<file path="src/rtl/wb_stage.sv">
// wb_stage: writeback stage of the five-stage core.
// Accepts retiring instructions from the memory stage, waits for the load
// response where needed, formats load data and drives the GPR and CSR write
// ports of the register file. The GPR write port also serves as the WB-to-EX
// forwarding source.
// Optional feature: define WB_INSTRET_EN to build the 64-bit retired-instruction
// counter; otherwise instret_o is tied to zero.
module wb_stage #(
   parameter int REG_BUS_WIDTH  = 5,
   parameter int DATA_BUS_WIDTH = 32,
   parameter int CSR_BUS_WIDTH  = 12
) (
   input  logic                      clk_i,
   input  logic                      rst_n_i,
   input  logic                      mem_vld_i,
   output logic                      mem_rdy_o,
   input  logic [REG_BUS_WIDTH-1:0]  mem_rd_addr_i,
   input  logic                      mem_rd_we_i,
   input  logic [DATA_BUS_WIDTH-1:0] mem_alu_result_i,
   input  logic                      mem_is_load_i,
   input  logic [2:0]                mem_ld_type_i,
   input  logic [1:0]                mem_byte_off_i,
   input  logic                      mem_csr_we_i,
   input  logic [CSR_BUS_WIDTH-1:0]  mem_csr_addr_i,
   input  logic [DATA_BUS_WIDTH-1:0] mem_csr_wdata_i,
   input  logic                      dmem_rvld_i,
   input  logic [DATA_BUS_WIDTH-1:0] dmem_rdata_i,
   output logic [REG_BUS_WIDTH-1:0]  reg_waddr_o,
   output logic                      reg_waddr_vld_o,
   output logic [DATA_BUS_WIDTH-1:0] reg_wdata_o,
   output logic [CSR_BUS_WIDTH-1:0]  csr_waddr_o,
   output logic                      csr_waddr_vld_o,
   output logic [DATA_BUS_WIDTH-1:0] csr_wdata_o,
   output logic [63:0]               instret_o
);

   typedef enum logic [1:0] {
      S_EMPTY  = 2'd0,
      S_WAIT   = 2'd1,
      S_COMMIT = 2'd2
   } state_t;

   state_t                    state_q, state_d;
   logic [REG_BUS_WIDTH-1:0]  rd_addr_q;
   logic                      rd_we_q;
   logic [DATA_BUS_WIDTH-1:0] wdata_q;
   logic [2:0]                ld_type_q;
   logic [1:0]                byte_off_q;
   logic                      csr_we_q;
   logic [CSR_BUS_WIDTH-1:0]  csr_addr_q;
   logic [DATA_BUS_WIDTH-1:0] csr_wdata_q;

   logic                      accept;
   logic [7:0]                ld_byte;
   logic [15:0]               ld_half;
   logic [DATA_BUS_WIDTH-1:0] ld_data;

   // Ready depends on state alone so there is no combinational loop back to the memory stage
   assign mem_rdy_o = (state_q != S_WAIT);
   assign accept    = mem_vld_i & mem_rdy_o;

   // State register; reset drops any pending load
   always_ff @(posedge clk_i or negedge rst_n_i) begin
      if (!rst_n_i) begin
         state_q <= S_EMPTY;
      end else begin
         state_q <= state_d;
      end
   end

   // Next-state: accept from EMPTY/COMMIT, loads park in WAIT until the response pulse
   always_comb begin
      state_d = state_q;
      case (state_q)
         S_EMPTY, S_COMMIT: begin
            if (accept) begin
               state_d = mem_is_load_i ? S_WAIT : S_COMMIT;
            end else begin
               state_d = S_EMPTY;
            end
         end
         S_WAIT: begin
            if (dmem_rvld_i) begin
               state_d = S_COMMIT;
            end
         end
         default: state_d = S_EMPTY;
      endcase
   end

   // Load formatting from the latched funct3 and byte offset of the raw aligned word
   always_comb begin
      ld_byte = 8'h00;
      ld_half = 16'h0000;
      ld_data = dmem_rdata_i;
      case (byte_off_q)
         2'd0:    ld_byte = dmem_rdata_i[7:0];
         2'd1:    ld_byte = dmem_rdata_i[15:8];
         2'd2:    ld_byte = dmem_rdata_i[23:16];
         default: ld_byte = dmem_rdata_i[31:24];
      endcase
      ld_half = byte_off_q[1] ? dmem_rdata_i[31:16] : dmem_rdata_i[15:0];
      case (ld_type_q)
         3'b000:  ld_data = {{(DATA_BUS_WIDTH-8){ld_byte[7]}}, ld_byte};
         3'b100:  ld_data = {{(DATA_BUS_WIDTH-8){1'b0}}, ld_byte};
         3'b001:  ld_data = {{(DATA_BUS_WIDTH-16){ld_half[15]}}, ld_half};
         3'b101:  ld_data = {{(DATA_BUS_WIDTH-16){1'b0}}, ld_half};
         default: ld_data = dmem_rdata_i;
      endcase
   end

   // Entry latch: fields captured on accept, GPR data replaced by the formatted load response
   always_ff @(posedge clk_i or negedge rst_n_i) begin
      if (!rst_n_i) begin
         rd_addr_q   <= '0;
         rd_we_q     <= 1'b0;
         wdata_q     <= '0;
         ld_type_q   <= 3'b000;
         byte_off_q  <= 2'b00;
         csr_we_q    <= 1'b0;
         csr_addr_q  <= '0;
         csr_wdata_q <= '0;
      end else if (accept) begin
         rd_addr_q   <= mem_rd_addr_i;
         rd_we_q     <= mem_rd_we_i;
         wdata_q     <= mem_alu_result_i;
         ld_type_q   <= mem_ld_type_i;
         byte_off_q  <= mem_byte_off_i;
         csr_we_q    <= mem_csr_we_i;
         csr_addr_q  <= mem_csr_addr_i;
         csr_wdata_q <= mem_csr_wdata_i;
      end else if ((state_q == S_WAIT) && dmem_rvld_i) begin
         wdata_q     <= ld_data;
      end
   end

   assign reg_waddr_o     = rd_addr_q;
   assign reg_wdata_o     = wdata_q;
   assign reg_waddr_vld_o = (state_q == S_COMMIT) && rd_we_q && (rd_addr_q != '0);
   assign csr_waddr_o     = csr_addr_q;
   assign csr_wdata_o     = csr_wdata_q;
   assign csr_waddr_vld_o = (state_q == S_COMMIT) && csr_we_q;

`ifdef WB_INSTRET_EN
   logic [63:0] instret_q;

   // Retired-instruction counter: one per commit cycle, wrapping naturally at 2^64
   always_ff @(posedge clk_i or negedge rst_n_i) begin
      if (!rst_n_i) begin
         instret_q <= 64'd0;
      end else if (state_q == S_COMMIT) begin
         instret_q <= instret_q + 64'd1;
      end
   end

   assign instret_o = instret_q;
`else
   assign instret_o = 64'd0;
`endif

endmodule

</file>
<file path="config.mk">
export PLATFORM = sky130hd
export DESIGN_NAME = wb_stage
export DESIGN_NICKNAME = d
export VERILOG_FILES = /design/src/rtl/wb_stage.sv
export SDC_FILE = /design/constraint.sdc
export NUM_CORES = 1
export LEC_CHECK = 0
export CAP_MARGIN = 15
export CELL_PAD_IN_SITES_DETAIL_PLACEMENT = 0
export CELL_PAD_IN_SITES_GLOBAL_PLACEMENT = 2
export CORE_MARGIN = 5
export CORE_UTILIZATION = 22
export DETAILED_ROUTE_END_ITERATION = 16
export GPL_TIMING_DRIVEN = 0
export PLACE_DENSITY_LB_ADDON = 0.1
export SLEW_MARGIN = 10
export SYNTH_ARGS = -nofsm -noshare
export SYNTH_HDL_FRONTEND = slang
export SYNTH_SLANG_ARGS = --single-unit
export TNS_END_PERCENT = 100
</file>
<file path="constraint.sdc">
create_clock -name clk_i -period 3.05 [get_ports clk_i]
set_input_delay 0.61 -clock clk_i [delete_from_list [all_inputs] [get_ports clk_i]]
set_output_delay 0.61 -clock clk_i [all_outputs]
set_load 0.02 [all_outputs]
</file>
[Yosys cells after proc, flatten, opt, wreduce, memory -nomap -nowiden]
Index checks and enable logic that the tools add are counted.
Storage, ports and cells
  register bits: 90
  output and inout port bits: 148
  logic and storage cells: 38
Cells by class
  equality and inequality tests: 9
  multiplexer cells: 9
  bitwise gates (word level): 1
  reduce and logical (&&, ||, !) cells: 10
Operators by type and width (count)
  32-bit case mux with 4 select lines: 1
  32-bit two-way mux: 2
  8-bit case mux with 3 select lines: 1
  16-bit two-way mux: 1
  3-bit == test, second input constant: 2
  2-bit two-way mux: 3
  5-bit nonzero test: 1
  2-bit by 1-bit == test with 1-bit output, second input constant: 2
  2-bit == test, second input constant: 2
  1-bit logical AND: 4
  2-bit zero test: 2
  2-bit case mux with 2 select lines: 1
  3-bit by 1-bit == test with 1-bit output, second input constant: 1
  3-bit zero test: 1
  2-bit by 1-bit != test with 1-bit output, second input constant: 1
  2-bit != test, second input constant: 1
  2-bit nonzero test: 1
  2-bit OR reduction: 1
  1-bit AND: 1

[Depth between registers and ports, before layout]
Gate-level depths: netlist of the first run.
  depth in word-level cells: 5
  mapped depth: 7

[Least setup slack after synthesis of the first run]
No wires, ideal clock.
  path type: register to register
  from: register state_q[1]
  to: register wdata_q[21], in the netlist reg_wdata_o[21]
  data arrival time: 1.471 ns
  data required time: 2.918 ns
  setup slack: 1.447 ns
  stages on the path, launching flop included: 7
  path buffers: 2
  cells stage by stage: dfrtp_1 > nand2b_1 > and2_1 > buf_2 > buf_2 > a221oi_1 > o21ai_0
On the way
  cells in the longest elaborated chain, start to end: 3
  elaborated cells on any way between the ends: 6
RTL lines
  from (decl): RTL line 43  | state_t state_q, state_d;
  from (signal assigned): RTL line 67  | state_q <= state_d;
  2-bit by 1-bit != test with 1-bit output *: RTL line 59  | assign mem_rdy_o = (state_q != S_WAIT);
  named net mem_rdy_o: RTL line 16  | output logic mem_rdy_o,
  1-bit AND *: RTL line 60  | assign accept = mem_vld_i & mem_rdy_o;
  32-bit two-way mux / 2-bit nonzero test (equally long branches)
  to (signal assigned): RTL line 126  | wdata_q <= mem_alu_result_i;
  to (signal assigned): RTL line 133  | wdata_q <= ld_data;
  to (decl): RTL line 46  | logic [DATA_BUS_WIDTH-1:0] wdata_q;
Mark *: on every way through the listed nets, which the timed path passes. The rest lies on a longest branch.
A chain may end at the register's enable or synchronous reset.

[Worst setup path after layout of the first run]
  from: register state_q[0]
  to: output reg_waddr_vld_o
On the way
  cells in the longest elaborated chain, start to end: 3
RTL lines
  2-bit == test: RTL line 139  | assign reg_waddr_vld_o = (state_q == S_COMMIT) && rd_we_q && (rd_addr_q != '0);
  1-bit logical AND (2 in series): RTL line 139
  to (decl): RTL line 29  | output logic reg_waddr_vld_o,
Every way passes these cells.

==> results_dict.tcl, run 1 <==
set metrics [dict create \
    status "finished, final reports clean" \
    finalNetCount 948 \
    hpwl_mm 14.7 \
    io_buffer_count 208 \
    cellPowerDensity_mw_per_mm2 557 \
    drc 0 \
    seqPwrFrac_pct 35.7 \
    crit_arrival_ps 1700 \
    cts-root-buf "clkbuf_16" \
    insertion_delay_ps 350 \
    drtPass1Iterations 4 \
    dieWidth_um 156 \
    p_int_mw 2.82 \
    ys_seq_area_share_pct 47.9 \
    fin_hold_ws_ps 109 \
    cp_max_fo 6 \
    power_mw 4.29 \
    cts_sinks 90 \
    antenna_found_initial 1 \
    dp_cells 1087 \
    routedWlPerCell_um 17.0 \
    start_kind "flip-flop" \
    power.net_switching_mw 1.48 \
    min_path_type "in -> async" \
    yosysUniqueCellTypes 42 \
    report.final.setup_viol 0 \
    slew_headroom_pct 52.1 \
    fin_area_mm2 0.00770 \
    p_sw_share_pct 34.4 \
    num_vias 4500 \
    fin_skew_ps 6.42 \
    tightest_slew_ps 718 \
    numCtsBuffers 9 \
    cts_resized 0 \
    clk_pin_slew_ps 70 \
    gp_congestion 0.777 \
    clockBufferDepth 2 \
    first_global_vias 4813 \
    synthCells 540 \
    dieArea_mm2 0.0244 \
    synth.avg_cell_area_um2 8.70 \
    combPwrFrac_pct 37.0 \
    maxCapViolCount 0 \
    regArea_mm2 0.00225 \
    clkPwrFrac_pct 27.4 \
    core_area_mm2 0.0210 \
    fillers 2184 \
    h-tree-depth 3 \
    grt_max_degree 71 \
    drt-initial-drc-count 145 \
    post-route-util_pct 36.6 \
    rsz0062_at_grt "no" \
    drive_gt1_share_pct 13.2 \
    hold_buffers 0 \
    min_period_ps 2310 \
    via_per_inst 4.08 \
    finalMaxSlewViolations 0 \
    vdd_drop_max_v 0.000252 \
    areaGrowthSynthToFinish_pct 64.0 \
    required_ps 2440 \
    post_cts_buffers 0 \
    cts_tree "yes" \
    fmax_mhz 433 \
    final.setup.worst_slack_ps 739 \
    synth-async-reset-ratio_pct 100 \
    synth_top_flop_cell "dfrtp_1" \
    path_class "reg -> out" \
    final_hold_viol_count 0 \
    multi_input_area_mm2 0.00201 \
    p_leak_nw 3.69 \
    finalWirelength_mm 18.7 \
    start_util_pct 22.3 \
    syn_area_mm2 0.00470 \
    die_y_um 156 \
    postPlaceCellArea_mm2 0.00739 \
    boundaryPins 273 \
    core.rowCount 53 \
    synth_edf_count 0 \
    final-instance-count-excl-fill 1104 \
    r2r_setup_slack_ps 1110 \
    synth_seq_cells 90 \
    finalCritPeriodShare_pct 75.8 \
    grt_util_all_layers_pct 15.0 \
    ys_warn_count 0 \
    dp_slack_ps 614 \
    grt-ovfl-total 0 \
    grt_pass1_wl_mm 28.1 \
    critPathCaptureType "output pin" \
    ant_nets 0 \
    fin_tns_setup_ps 0 \
]
## flip-flops by register name, indices dropped and copies added (netlist names)
| signal | cells |
|---|---|
| ld_type_q | 3 |
| csr_we_q | 1 |
| csr_waddr_o | 12 |
| csr_wdata_o | 32 |
| state_q | 2 |
| reg_wdata_o | 32 |
| rd_we_q | 1 |
| reg_waddr_o | 5 |
| byte_off_q | 2 |
## cell usage in the layout (no fill, tap or decap), drive strengths merged, types with 10 or more instances in the layout
cell / instances
conb: 64
clkbuf: 27
o21ai: 28
nand2: 185
mux2i: 10
clkdlybuf4s50: 207
dfrtp: 90
inv: 12
buf: 82
a21oi: 35
a221oi: 12
## final cells by class
| class | count | share of cell area [%] |
|---|---|---|
| clock buffer | 10 | 3.10 |
| multi-input combinational | 406 | 26.1 |
| clock inverter | 6 | 0.942 |
| sequential | 90 | 29.2 |
| antenna | 1 | 0.0325 |
| buffer | 97 | 8.27 |
| inverter | 10 | 0.487 |
| tap | 275 | 4.47 |
| timing repair buffer | 209 | 27.4 |
## final timing paths
path / start / endpoint / depth (start not counted)
worst min-delay path: rst_n_i / reg_waddr_o[1] / 1
worst min register to register: csr_waddr_o[6] / csr_waddr_o[6] / 2
min in group clk_i: csr_waddr_o[6] / csr_waddr_o[6] / 2
worst max register to register: state_q[1] / reg_wdata_o[5] / 5
max in group asynchronous: rst_n_i / csr_wdata_o[15] / 2
worst max-delay path: state_q[0] / reg_waddr_vld_o / 3
## worst max-delay path, cell delays in order, from the launching register on
cell	delay (ps)
dfrtp_1	420
nand3b_1	180
a21oi_1	130
clkdlybuf4s50_1	620
## cells in the mapped netlist, types with 5 or more instances
cell type / instances / share of area [%]
a21oi_1: 34 / 3.6
a221oi_1: 12 / 2.2
a22oi_1: 5 / 0.80
and3_1: 7 / 0.93
buf_2: 13 / 1.4
buf_4: 66 / 11
clkbuf_1: 16 / 1.3
dfrtp_1: 90 / 48
inv_1: 10 / 0.80
mux2_2: 6 / 1.4
mux2i_1: 10 / 2.1
nand2_1: 185 / 15
nand2b_1: 5 / 0.67
nor2_1: 6 / 0.48
nor2b_1: 5 / 0.67
o21ai_0: 27 / 2.9
o221ai_1: 5 / 0.93
## power groups by stage
stage               clock [mW]  sequential (mW)  combinational (mW)
floorplan                    0             1.79               0.560
global placement             0             1.55                1.60
detailed placement           0             1.56                1.60
CTS                       1.23             1.53                1.61
global route              1.27             1.56                1.72
finish                    1.18             1.53                1.59
## cell families after synthesis
kind of cell | count (synthesis) | synth area share (%)
and+or+nand+nor | 221 | 19.6
AOI/OAI and AO/OA | 104 | 14.3
DFF | 90 | 47.9
muxes | 17 | 3.81
other | 1 | 0.0798
buffers and inverters | 107 | 14.4
## layer usage
metal	vias to the layer above	global-route usage (%)	part of all wire [%]
met5	-	0	0
met4	0	4.13	1.4
met3	17	4.99	8.6
met2	177	25.0	48
met1	2072	18.6	42
li1	2234	-	-
Note: power is estimated with default switching activity, not from simulation.
==> inputs of run 2 (changes only) <==
Settings changed: CORE_UTILIZATION 22 to 18.
Clock period 3.05 ns to 2.1 ns, I/O delays scaled along.
==> results_dict.tcl, run 2 (synthesis results as in run 1) <==
set metrics [dict create \
    status "finished, final reports clean" \
    power_mw 6.28 \
    cts_sinks 90 \
    clk_pin_slew_ps 70 \
    drt-initial-drc-count 172 \
    ant_nets 0 \
    grt-ovfl-total 0 \
    areaGrowthSynthToFinish_pct 65.7 \
    numCtsBuffers 9 \
    die_y_um 172 \
    vdd_drop_max_v 0.000255 \
    n_antenna_cell 0 \
    finalMaxSlewViolations 0 \
    crit_arrival_ps 1620 \
    final_cell_mix "clkdlybuf4s50_1 (205), nand2_1 (185), dfrtp_1 (90)" \
    cts-root-buf "clkbuf_16" \
    cp_top_family "buffers and inverters" \
    cp.buffers_inverters 1 \
    boundaryPins 273 \
    min_from "csr_wdata_o[6]" \
    min_path_type "reg -> reg" \
    worst_r2r_path_depth 4 \
    slew_headroom_pct 47.8 \
    cts_tree "yes" \
    final_hold_viol_count 0 \
    hpwl_mm 15.6 \
    tightest_slew_ps 783 \
    post-route-util_pct 30.0 \
    post_cts_buffers 0 \
    path_cells "and3b_1 > clkdlybuf4s50_1" \
    slowest_stage "clkdlybuf4s50_1" \
    grt_max_degree 64 \
    path_class "reg -> out" \
    routedWlPerCell_um 17.1 \
    gp_congestion 0.740 \
    finalCritPeriodShare_pct 96.9 \
    via_per_inst 3.93 \
    p_leak_nw 3.70 \
    first_global_vias 4950 \
    cellPowerDensity_mw_per_mm2 808 \
    core_area_mm2 0.0259 \
    start_kind "flip-flop" \
    dieWidth_um 172 \
    report.final.setup_viol 0 \
    regArea_mm2 0.00225 \
    final_common_cell "clkdlybuf4s50_1" \
    crit_cells 2 \
    fin_skew_ps 10.2 \
    maxCapViolCount 0 \
    min_period_ps 2040 \
    multi_input_area_mm2 0.00201 \
    io_buffer_count 208 \
    h-tree-depth 3 \
    cp_max_fo 6 \
    finalWirelength_mm 20.0 \
    drc 0 \
    clockBufferDepth 2 \
    num_vias 4571 \
    core.rowCount 59 \
    r2r_start "state_q[1]" \
    drive_gt1_share_pct 13.1 \
    whs_path_depth 2 \
    start_util_pct 18.1 \
    drtPass1Iterations 4 \
    critPathCaptureType "output pin" \
    grt_util_all_layers_pct 13.3 \
    required_ps 1680 \
    startpoint "state_q[0]" \
    fmax_mhz 491 \
    antenna_found_initial 0 \
    rsz0062_at_grt "no" \
    finalNetCount 949 \
    grt_pass1_wl_mm 29.5 \
    slowest_delay_ps 620 \
    dieArea_mm2 0.0294 \
    fillers 2768 \
    insertion_delay_ps 350 \
]
## run 2: cell count changes in the layout (fill, tap and decap cells not counted), sizes merged
cell / before / now
clkdlybuf4s50: 207 / 205
inv: 12 / 13
dlygate4sd3: 0 / 1
clkinv: 2 / 1
dlygate4sd2: 0 / 2
diode: 1 / 0
## run 2: per-stage QoR
| step | setup TNS [ps] | hold slack [ps] | instances | worst slack [ps] | instance area (um2) |
|---|---|---|---|---|---|
| final | 0 | 475 | 1164 | 64.1 | 7780 |
| after global routing | 0 | 496 | 1164 | 10.2 | 7780 |
| after detailed placement | -3760 | 318 | 1147 | -238 | 7460 |
| after global placement | -298320 | 459 | 1146 | -3280 | 7430 |
| after floorplan | 0 | 124 | 603 | 497 | 4930 |
| after CTS | 0 | 482 | 1164 | 39.5 | 7780 |
## run 2: path summary, 6_finish.rpt
| kind | endpoint | slack [ps] |
|---|---|---|
| setup / recovery | csr_waddr_vld_o | 60 |
| hold / removal | csr_wdata_o[6] | 480 |
| setup reg to reg | reg_wdata_o[14] | 200 |
| hold reg to reg | csr_wdata_o[6] | 480 |
| max in group asynchronous | csr_wdata_o[11] | 970 |
| min in group asynchronous | csr_wdata_o[31] | 500 |
## run 2: area by class of cell
cell class | instances | share of cell area [%]
multi-input cells | 406 | 25.8
plain buffers | 97 | 8.18
repair buffers | 210 | 27.2
flip-flops and latches | 90 | 28.9
clock buffers | 10 | 3.07
clock inverters | 6 | 0.917
well taps | 335 | 5.39
inverters | 10 | 0.482
## run 2: power breakdown
part           total (mW)  switching, mW  internal, mW
logic                2.32           1.24          1.08
clock network        1.73          0.758         0.972
registers            2.23          0.189          2.04
total                6.28           2.19          4.09
## run 2: what timing repair did
action,in CTS,in global routing
hold buffers,1,0
gates cloned,0,0
hold endpoints to repair,27,0
endpoints found under the setup margin,2,1
resized for setup,2,1
## run 2: worst reg2reg max path: cells and delay by family, from the launching register on
kind / cells / cell delay (ps)
AO/OA/AOI/OAI: 3 / 1120
flip-flops: 1 / 410
AND/OR/NAND/NOR: 1 / 260
## run 2: routing by layer
metal | vias to the layer above | track usage (%) | wire length (um)
li1 | 2244 | - | -
met1 | 2142 | 16.5 | 8270
met2 | 165 | 22.2 | 9690
met3 | 20 | 3.22 | 1550
met4 | 0 | 5.20 | 461
met5 | - | 0 | 0
==> inputs of run 3 (changes only) <==
Settings changed: SKIP_LAST_GASP set to 1.
==> results of run 3 <==
The final DEF is identical to that of run 2; final timing and power are the same.
